File: src/rtl/heq_pkg.sv
// Shared constants and FSM encoding for the histogram-equalisation blocks.
// The CDF builder and its divider both pull their sizing from here.
package heq_pkg;

  localparam int          NUM_BINS    = 256;
  localparam logic [15:0] TAG_HIST    = 16'hAAAA;
  localparam logic [15:0] TAG_LUT     = 16'hBBBB;
  localparam logic [15:0] LUT_BASE    = 16'd256;

  // Two extra SCAN cycles drain the read-latency / accumulate pipeline.
  localparam int          SCAN_DRAIN  = 2;
  localparam int          DIV_LATENCY = 24;
  localparam int          MAP_SLOT    = 27;

  // The m3 read port is parked here during SCAN so it never aliases a write.
  localparam logic [15:0] PARK_ADDR   = 16'hFFFF;

  typedef enum logic [1:0] {
    ST_IDLE,
    ST_SCAN,
    ST_MAP,
    ST_DONE
  } state_t;

endpackage

File: src/rtl/seq_divider.sv
// 24-bit by 16-bit restoring divider, one quotient bit per cycle.
// The first bit is resolved on the start edge, so the quotient is final 24 cycles after start.
module seq_divider (
  input  logic        clock,
  input  logic        rst_n,
  input  logic        start,
  input  logic [23:0] numerator,
  input  logic [15:0] denominator,
  output logic        busy,
  output logic [23:0] quotient
);
  import heq_pkg::*;

  logic [15:0] rem;
  logic [15:0] den_q;
  logic [23:0] dq;
  logic [4:0]  steps_left;

  // dq holds unconsumed dividend bits at the top and quotient bits shifting in below.
  function automatic logic [39:0] div_step(input logic [15:0] r,
                                           input logic [23:0] q,
                                           input logic [15:0] d);
    logic [16:0] shifted;
    logic        ge;
    logic [15:0] rem_new;
    shifted = {r, q[23]};
    ge      = shifted >= {1'b0, d};
    rem_new = ge ? (shifted[15:0] - d) : shifted[15:0];
    return {rem_new, q[22:0], ge};
  endfunction

  always_ff @(posedge clock or negedge rst_n) begin
    if (!rst_n) begin
      rem        <= '0;
      den_q      <= '0;
      dq         <= '0;
      steps_left <= '0;
      busy       <= 1'b0;
    end else if (start) begin
      {rem, dq}  <= div_step(16'd0, numerator, denominator);
      den_q      <= denominator;
      steps_left <= 5'(DIV_LATENCY - 1);
      busy       <= 1'b1;
    end else if (busy) begin
      {rem, dq}  <= div_step(rem, dq, den_q);
      steps_left <= steps_left - 5'd1;
      if (steps_left == 5'd1) begin
        busy <= 1'b0;
      end
    end
  end

  assign quotient = dq;

endmodule

File: src/rtl/cdf_lut_builder.sv
// Builds the cumulative histogram into m3[0..255] and the equalisation LUT into m3[256..511].
// SCAN streams the histogram once; MAP then spends a fixed 27-cycle slot per pixel value.
module cdf_lut_builder #(
  parameter int          NUM_BINS = heq_pkg::NUM_BINS,
  parameter logic [15:0] TAG_HIST = heq_pkg::TAG_HIST,
  parameter logic [15:0] TAG_LUT  = heq_pkg::TAG_LUT
) (
  input  logic         clock,
  input  logic         rst_n,
  input  logic         start,
  output logic [15:0]  m2ReadAddr,
  input  logic [127:0] m2ReadVal,
  output logic [15:0]  m3WriteAddr,
  output logic [127:0] m3WriteVal,
  output logic         m3WE,
  output logic [15:0]  m3ReadAddr,
  input  logic [127:0] m3ReadVal,
  output logic         done
);
  import heq_pkg::*;

  localparam logic [15:0] LAST_BIN     = 16'(NUM_BINS - 1);
  localparam logic [15:0] SCAN_LAST    = 16'(NUM_BINS + SCAN_DRAIN - 1);
  localparam logic [4:0]  PH_DIV_START = 5'd1;
  localparam logic [4:0]  PH_LOAD      = 5'(DIV_LATENCY + 1);
  localparam logic [4:0]  SLOT_LAST    = 5'(MAP_SLOT - 1);

  state_t      state;
  state_t      state_next;

  logic [15:0] scan_cnt;
  logic [15:0] map_v;
  logic [4:0]  phase;
  logic [15:0] sum;
  logic [15:0] cdf_min;
  logic        min_found;
  logic        lut_zero;

  logic        start_accept;
  logic        scan_capture;
  logic        scan_end;
  logic        div_start;
  logic        lut_load;
  logic        slot_end;
  logic        map_last;

  logic [15:0] bin_count;
  logic [15:0] sum_next;
  logic [15:0] cdf_v;
  logic [15:0] den;
  logic [23:0] num;
  logic [23:0] quotient;
  logic        div_busy;
  logic        unused_bits;

  always_ff @(posedge clock or negedge rst_n) begin
    if (!rst_n) begin
      state <= ST_IDLE;
    end else begin
      state <= state_next;
    end
  end

  always_comb begin
    state_next = state;
    case (state)
      ST_IDLE, ST_DONE: if (start_accept) state_next = ST_SCAN;
      ST_SCAN:          if (scan_end)     state_next = ST_MAP;
      ST_MAP:           if (map_last)     state_next = ST_DONE;
      default:          state_next = ST_IDLE;
    endcase
  end

  // Cycle-level strobes decoded from the state and the SCAN / MAP counters.
  always_comb begin
    start_accept = start && ((state == ST_IDLE) || (state == ST_DONE));
    scan_capture = (state == ST_SCAN) && (scan_cnt != 16'd0) &&
                   (scan_cnt <= 16'(NUM_BINS));
    scan_end     = (state == ST_SCAN) && (scan_cnt == SCAN_LAST);
    div_start    = (state == ST_MAP) && (phase == PH_DIV_START);
    lut_load     = (state == ST_MAP) && (phase == PH_LOAD);
    slot_end     = (state == ST_MAP) && (phase == SLOT_LAST);
    map_last     = slot_end && (map_v == LAST_BIN);
  end

  always_comb begin
    bin_count = (m2ReadVal[31:16] == TAG_HIST) ? m2ReadVal[15:0] : 16'd0;
    sum_next  = sum + bin_count;
    cdf_v     = m3ReadVal[15:0];
    den       = sum - cdf_min;
    num       = {8'd0, 16'(cdf_v - cdf_min)} * 24'd255;
  end

  seq_divider u_div (
    .clock       (clock),
    .rst_n       (rst_n),
    .start       (div_start),
    .numerator   (num),
    .denominator (den),
    .busy        (div_busy),
    .quotient    (quotient)
  );

  // A CDF word lands two cycles after its histogram address went out.
  always_ff @(posedge clock or negedge rst_n) begin
    if (!rst_n) begin
      scan_cnt    <= '0;
      map_v       <= '0;
      phase       <= '0;
      sum         <= '0;
      cdf_min     <= '0;
      min_found   <= 1'b0;
      lut_zero    <= 1'b0;
      m2ReadAddr  <= '0;
      m3ReadAddr  <= '0;
      m3WriteAddr <= '0;
      m3WriteVal  <= '0;
      m3WE        <= 1'b0;
    end else begin
      m3WE <= 1'b0;
      if (start_accept) begin
        sum        <= '0;
        cdf_min    <= '0;
        min_found  <= 1'b0;
        scan_cnt   <= '0;
        m2ReadAddr <= '0;
        m3ReadAddr <= PARK_ADDR;
      end
      if (state == ST_SCAN) begin
        scan_cnt <= scan_cnt + 16'd1;
        if (scan_cnt < LAST_BIN) begin
          m2ReadAddr <= scan_cnt + 16'd1;
        end
        if (scan_capture) begin
          sum         <= sum_next;
          m3WE        <= 1'b1;
          m3WriteAddr <= scan_cnt - 16'd1;
          m3WriteVal  <= {96'd0, TAG_HIST, sum_next};
          if (!min_found && (sum_next != 16'd0)) begin
            cdf_min   <= sum_next;
            min_found <= 1'b1;
          end
        end
        if (scan_end) begin
          map_v      <= '0;
          phase      <= '0;
          m3ReadAddr <= '0;
        end
      end
      if (state == ST_MAP) begin
        phase <= phase + 5'd1;
        if (div_start) begin
          lut_zero <= !min_found || (cdf_v <= cdf_min) || (den == 16'd0);
        end
        if (lut_load) begin
          m3WE        <= 1'b1;
          m3WriteAddr <= LUT_BASE + map_v;
          m3WriteVal  <= {96'd0, TAG_LUT, 8'd0, (lut_zero ? 8'd0 : quotient[7:0])};
        end
        if (slot_end) begin
          phase      <= '0;
          map_v      <= map_v + 16'd1;
          m3ReadAddr <= map_v + 16'd1;
        end
      end
    end
  end

  // done rises one cycle after DONE is entered and drops on the accepting edge.
  always_ff @(posedge clock or negedge rst_n) begin
    if (!rst_n) begin
      done <= 1'b0;
    end else if (start_accept) begin
      done <= 1'b0;
    end else if (state == ST_DONE) begin
      done <= 1'b1;
    end
  end

  assign unused_bits = ^{m2ReadVal[127:32], m3ReadVal[127:16], quotient[23:8], div_busy};

endmodule

File: config.mk
export PLATFORM = sky130hd
export DESIGN_NAME = cdf_lut_builder
export DESIGN_NICKNAME = d
export VERILOG_FILES = /design/src/rtl/heq_pkg.sv /design/src/rtl/seq_divider.sv /design/src/rtl/cdf_lut_builder.sv
export SDC_FILE = /design/constraint.sdc
export NUM_CORES = 1
export LEC_CHECK = 0
export ABC_AREA = 1
export CORE_MARGIN = 5
export CORE_UTILIZATION = 30
export DETAILED_ROUTE_END_ITERATION = 6
export HOLD_SLACK_MARGIN = 0.12
export MAX_ROUTING_LAYER = met4
export SLEW_MARGIN = 20
export SYNTH_ARGS = -nofsm -noshare
export SYNTH_HDL_FRONTEND = slang
export SYNTH_SLANG_ARGS = --single-unit
File: constraint.sdc
create_clock -name clock -period 7.3 [get_ports clock]
set_input_delay 1.46 -clock clock [delete_from_list [all_inputs] [get_ports clock]]
set_output_delay 1.46 -clock clock [all_outputs]
set_load 0.01 [all_outputs]
==> impl_metrics.py <==
metrics = {
    "outcome": {
        "outcome": "finished, final reports clean",
    },
    "synthesis": {
        "synth_top_area_share": 0.379,
        "syn_nets": 3090,
        "synthesis.area_um2": 20700,
        "synth-seq-cells": 313,
        "ys.flop_type": "dfrtp_1",
        "yosys.area.top_type": "dfrtp_1",
        "ys_seq_area_frac": 0.379,
        "synth.area.top_cells": "dfrtp_1, nand2_1, inv_1",
        "yosysUniqueCellTypes": 62,
        "yosysWarnings": 0,
        "synth_most_common_cell": "nand2_1",
        "netlist_top_cells_count": "nand2_1, inv_1, dfrtp_1",
        "synth_enable_flop_cells": 0,
        "async_flop_share": 1.00,
        "synth_cells": 2636,
        "syn_area_per_cell_um2": 7.85,
    },
    "drt": {
        "drt_iter0_drc": 961,
        "routed_wl_mm": 58.7,
        "viasPerCell": 4.58,
        "wl_per_cell_um": 14.7,
        "ant_nets": 0,
        "drc_errors": 0,
        "dr_total_vias": 18300,
        "first_pass_iters": 5,
    },
    "final_layout": {
        "finalNetCount": 3532,
        "layout.cells.non_filler": 3988,
        "layout-drive-gt1-share": 0.154,
        "seqCellArea_um2": 7830,
        "diodes": 0,
        "fillers": 7005,
        "synthToLayoutAreaGrowth_pct": 32.5,
        "multi_input_area_um2": 11100,
    },
    "worst_setup_path": {
        "worst_setup_path_end_kind": "flop",
        "required_ns": 7.78,
        "path_common_cell": "buf_4",
        "cp_max_fo": 6,
        "slowest_delay_ns": 0.42,
        "worstPathArrival_ns": 7.52,
        "cp_slowest_cell": "fa_1",
        "worstSetupStartpoint": "m3ReadVal[0]",
        "crit_path_start_kind": "input pin",
        "worstReg2RegStart": "cdf_min[8]",
        "crit_type": "input pin to flop",
    },
    "timing": {
        "setup_slack_ns": 0.264,
        "fmax_ghz": 0.142,
        "drv_slew": 0,
        "fin_skew_ns": 0.0276,
        "tightest_slew_ns": 1.10,
        "slew_headroom": 0.264,
        "hold_violations": 0,
        "fin_crit_sh": 0.964,
        "setup_viol": 0,
        "min_period_ns": 7.04,
    },
    "die": {
        "num_io_pins": 437,
        "die_h_um": 273,
        "die_w_um": 273,
        "initial_utilization": 0.302,
        "dieArea_um2": 74300,
        "core_region_area_um2": 68500,
        "placementRows": 96,
    },
    "global_routing": {
        "grt_max_degree": 155,
        "antenna_found_initial": 0,
        "grt_pass1_vias": 18200,
        "grt_pass1_wl_mm": 95.2,
        "grt_util_all_layers": 0.160,
        "overflow": 0,
    },
    "clock_tree": {
        "htree_levels": 2,
        "cts_sinks": 313,
        "path_clk_slew_ns": 0.06,
        "cts_buffer_depth": 3,
        "clockRootBuffer": "clkbuf_16",
        "holdBufCountCts": 0,
        "cts_buffers": 36,
        "cts_tree": "built",
        "clk_latency_ns": 0.56,
    },
    "pwr": {
        "ir_drop_uv": 631,
        "leakage_nw": 13.7,
        "p_per_area_nw_per_um2": 489,
    },
    "job": {
        "maxCapViolations": 0,
    },
    "placed_design": {
        "hpwl_mm": 44.4,
        "routabilityCongestion": 0.885,
        "place_ws_ns": -1.03,
        "placed_cells": 3890,
        "io_buffer_count": 228,
    },
    "hold_path": {
        "hold_class": "flop to flop",
        "min-delay-start": "m3WriteVal[19]",
    },
}
[worst max-delay path, delay by kind of cell]
family	cells	cell delay, ns
buf+inv	24	2.57
simple gates	17	1.69
fa+ha+maj	5	1.30
compound gates	3	0.47
[sequential cells by signal (all words and copies together), names as in the netlist, 2 cells and up]
| register | count |
|---|---|
| m3WriteVal | 128 |
| u_div.quotient | 24 |
| cdf_min | 16 |
| m2ReadAddr | 16 |
| m3ReadAddr | 16 |
| m3WriteAddr | 16 |
| map_v | 16 |
| scan_cnt | 16 |
| sum | 16 |
| u_div.den_q | 16 |
| u_div.rem | 16 |
| phase | 5 |
| u_div.steps_left | 5 |
| state | 2 |
[stage by stage]
stage	setup TNS, ns	utilization	instance area [µm²]	total power [mW]	hold WS [ns]
after floorplan	0	-	20700	7.29	0.449
after global placement	-16.93	0.369	25300	10.4	0.451
after detailed placement	-17.61	0.369	25300	10.5	0.453
after CTS	0	0.394	27000	12.8	0.468
after global routing	-0.104	0.400	27400	14.8	0.481
final	0	0.400	27400	13.4	0.465
[final cells by class]
| type | instances | area share |
|---|---|---|
| Clock buffer | 48 | 0.0371 |
| Tap cell | 882 | 0.0403 |
| Inverter | 524 | 0.0720 |
| Timing Repair Buffer | 464 | 0.149 |
| Sequential cell | 313 | 0.286 |
| Multi-Input combinational cell | 1739 | 0.407 |
| Clock inverter | 18 | 0.00954 |
[where the power goes]
| group | leakage [nW] | internal (mW) | switching [mW] |
|---|---|---|---|
| Sequential | 4.11 | 2.00 | 0.184 |
| Clock | 0.624 | 1.17 | 0.775 |
| Combinational | 8.92 | 4.31 | 4.95 |
[repair_timing]
item | CTS | global route
pin swaps | 25 | 51
setup endpoints to repair | 17 | 17
gates resized for setup | 53 | 93
buffers inserted | 23 | 9
[routing by layer]
layer	routed length, µm	vias to the layer above	global-route usage
met5	0	-	-
met4	1760	0	0.0446
met3	2340	96	0.0262
met2	28400	336	0.270
met1	26200	8560	0.201
li1	-	9270	-
[kinds of logic (layout without fill, tap and decap cells)]
| logic type | after synthesis | count (layout) | share of synthesized area |
|---|---|---|---|
| AOI/OAI and AO/OA | 382 | 382 | 0.110 |
| DFF | 313 | 313 | 0.379 |
| and+or+nand+nor | 1090 | 1090 | 0.230 |
| buffers and inverters | 584 | 1054 | 0.113 |
| adders and majority gates | 195 | 195 | 0.136 |
| xor gates and xnor gates | 72 | 72 | 0.0325 |
[final timing paths]
check,endpoint,slack [ns],cells past startpoint
max in group asynchronous,m3WriteVal[25],4.93,2
min in group asynchronous,m3WriteVal[93],0.92,1
max reg2reg,u_div.rem[13],0.79,45
min,m3WriteVal[19],0.47,1
max,u_div.rem[13],0.26,49
min reg2reg,m3WriteVal[19],0.47,1
[cell usage in the layout (no fill, tap or decap), types with 14 or more instances in the layout]
cell type / synthesis / layout
inv_1: 511 / 496
nand2_1: 529 / 506
a21oi_1: 99 / 93
nand4_1: 42 / 42
nor3_1: 20 / 18
inv_2: 10 / 23
nor2_1: 269 / 267
xnor2_1: 22 / 22
ha_4: 0 / 20
dfrtp_1: 313 / 313
fa_1: 49 / 48
clkdlybuf4s50_1: 0 / 216
clkbuf_16: 0 / 36
ha_1: 146 / 125
nand3_1: 151 / 145
o21ai_0: 146 / 143
a21o_1: 16 / 16
nand3_2: 10 / 14
nand2_2: 13 / 30
buf_4: 3 / 229
xor2_1: 46 / 41
o221ai_1: 25 / 25
Power figures use the tool's default switching activity.
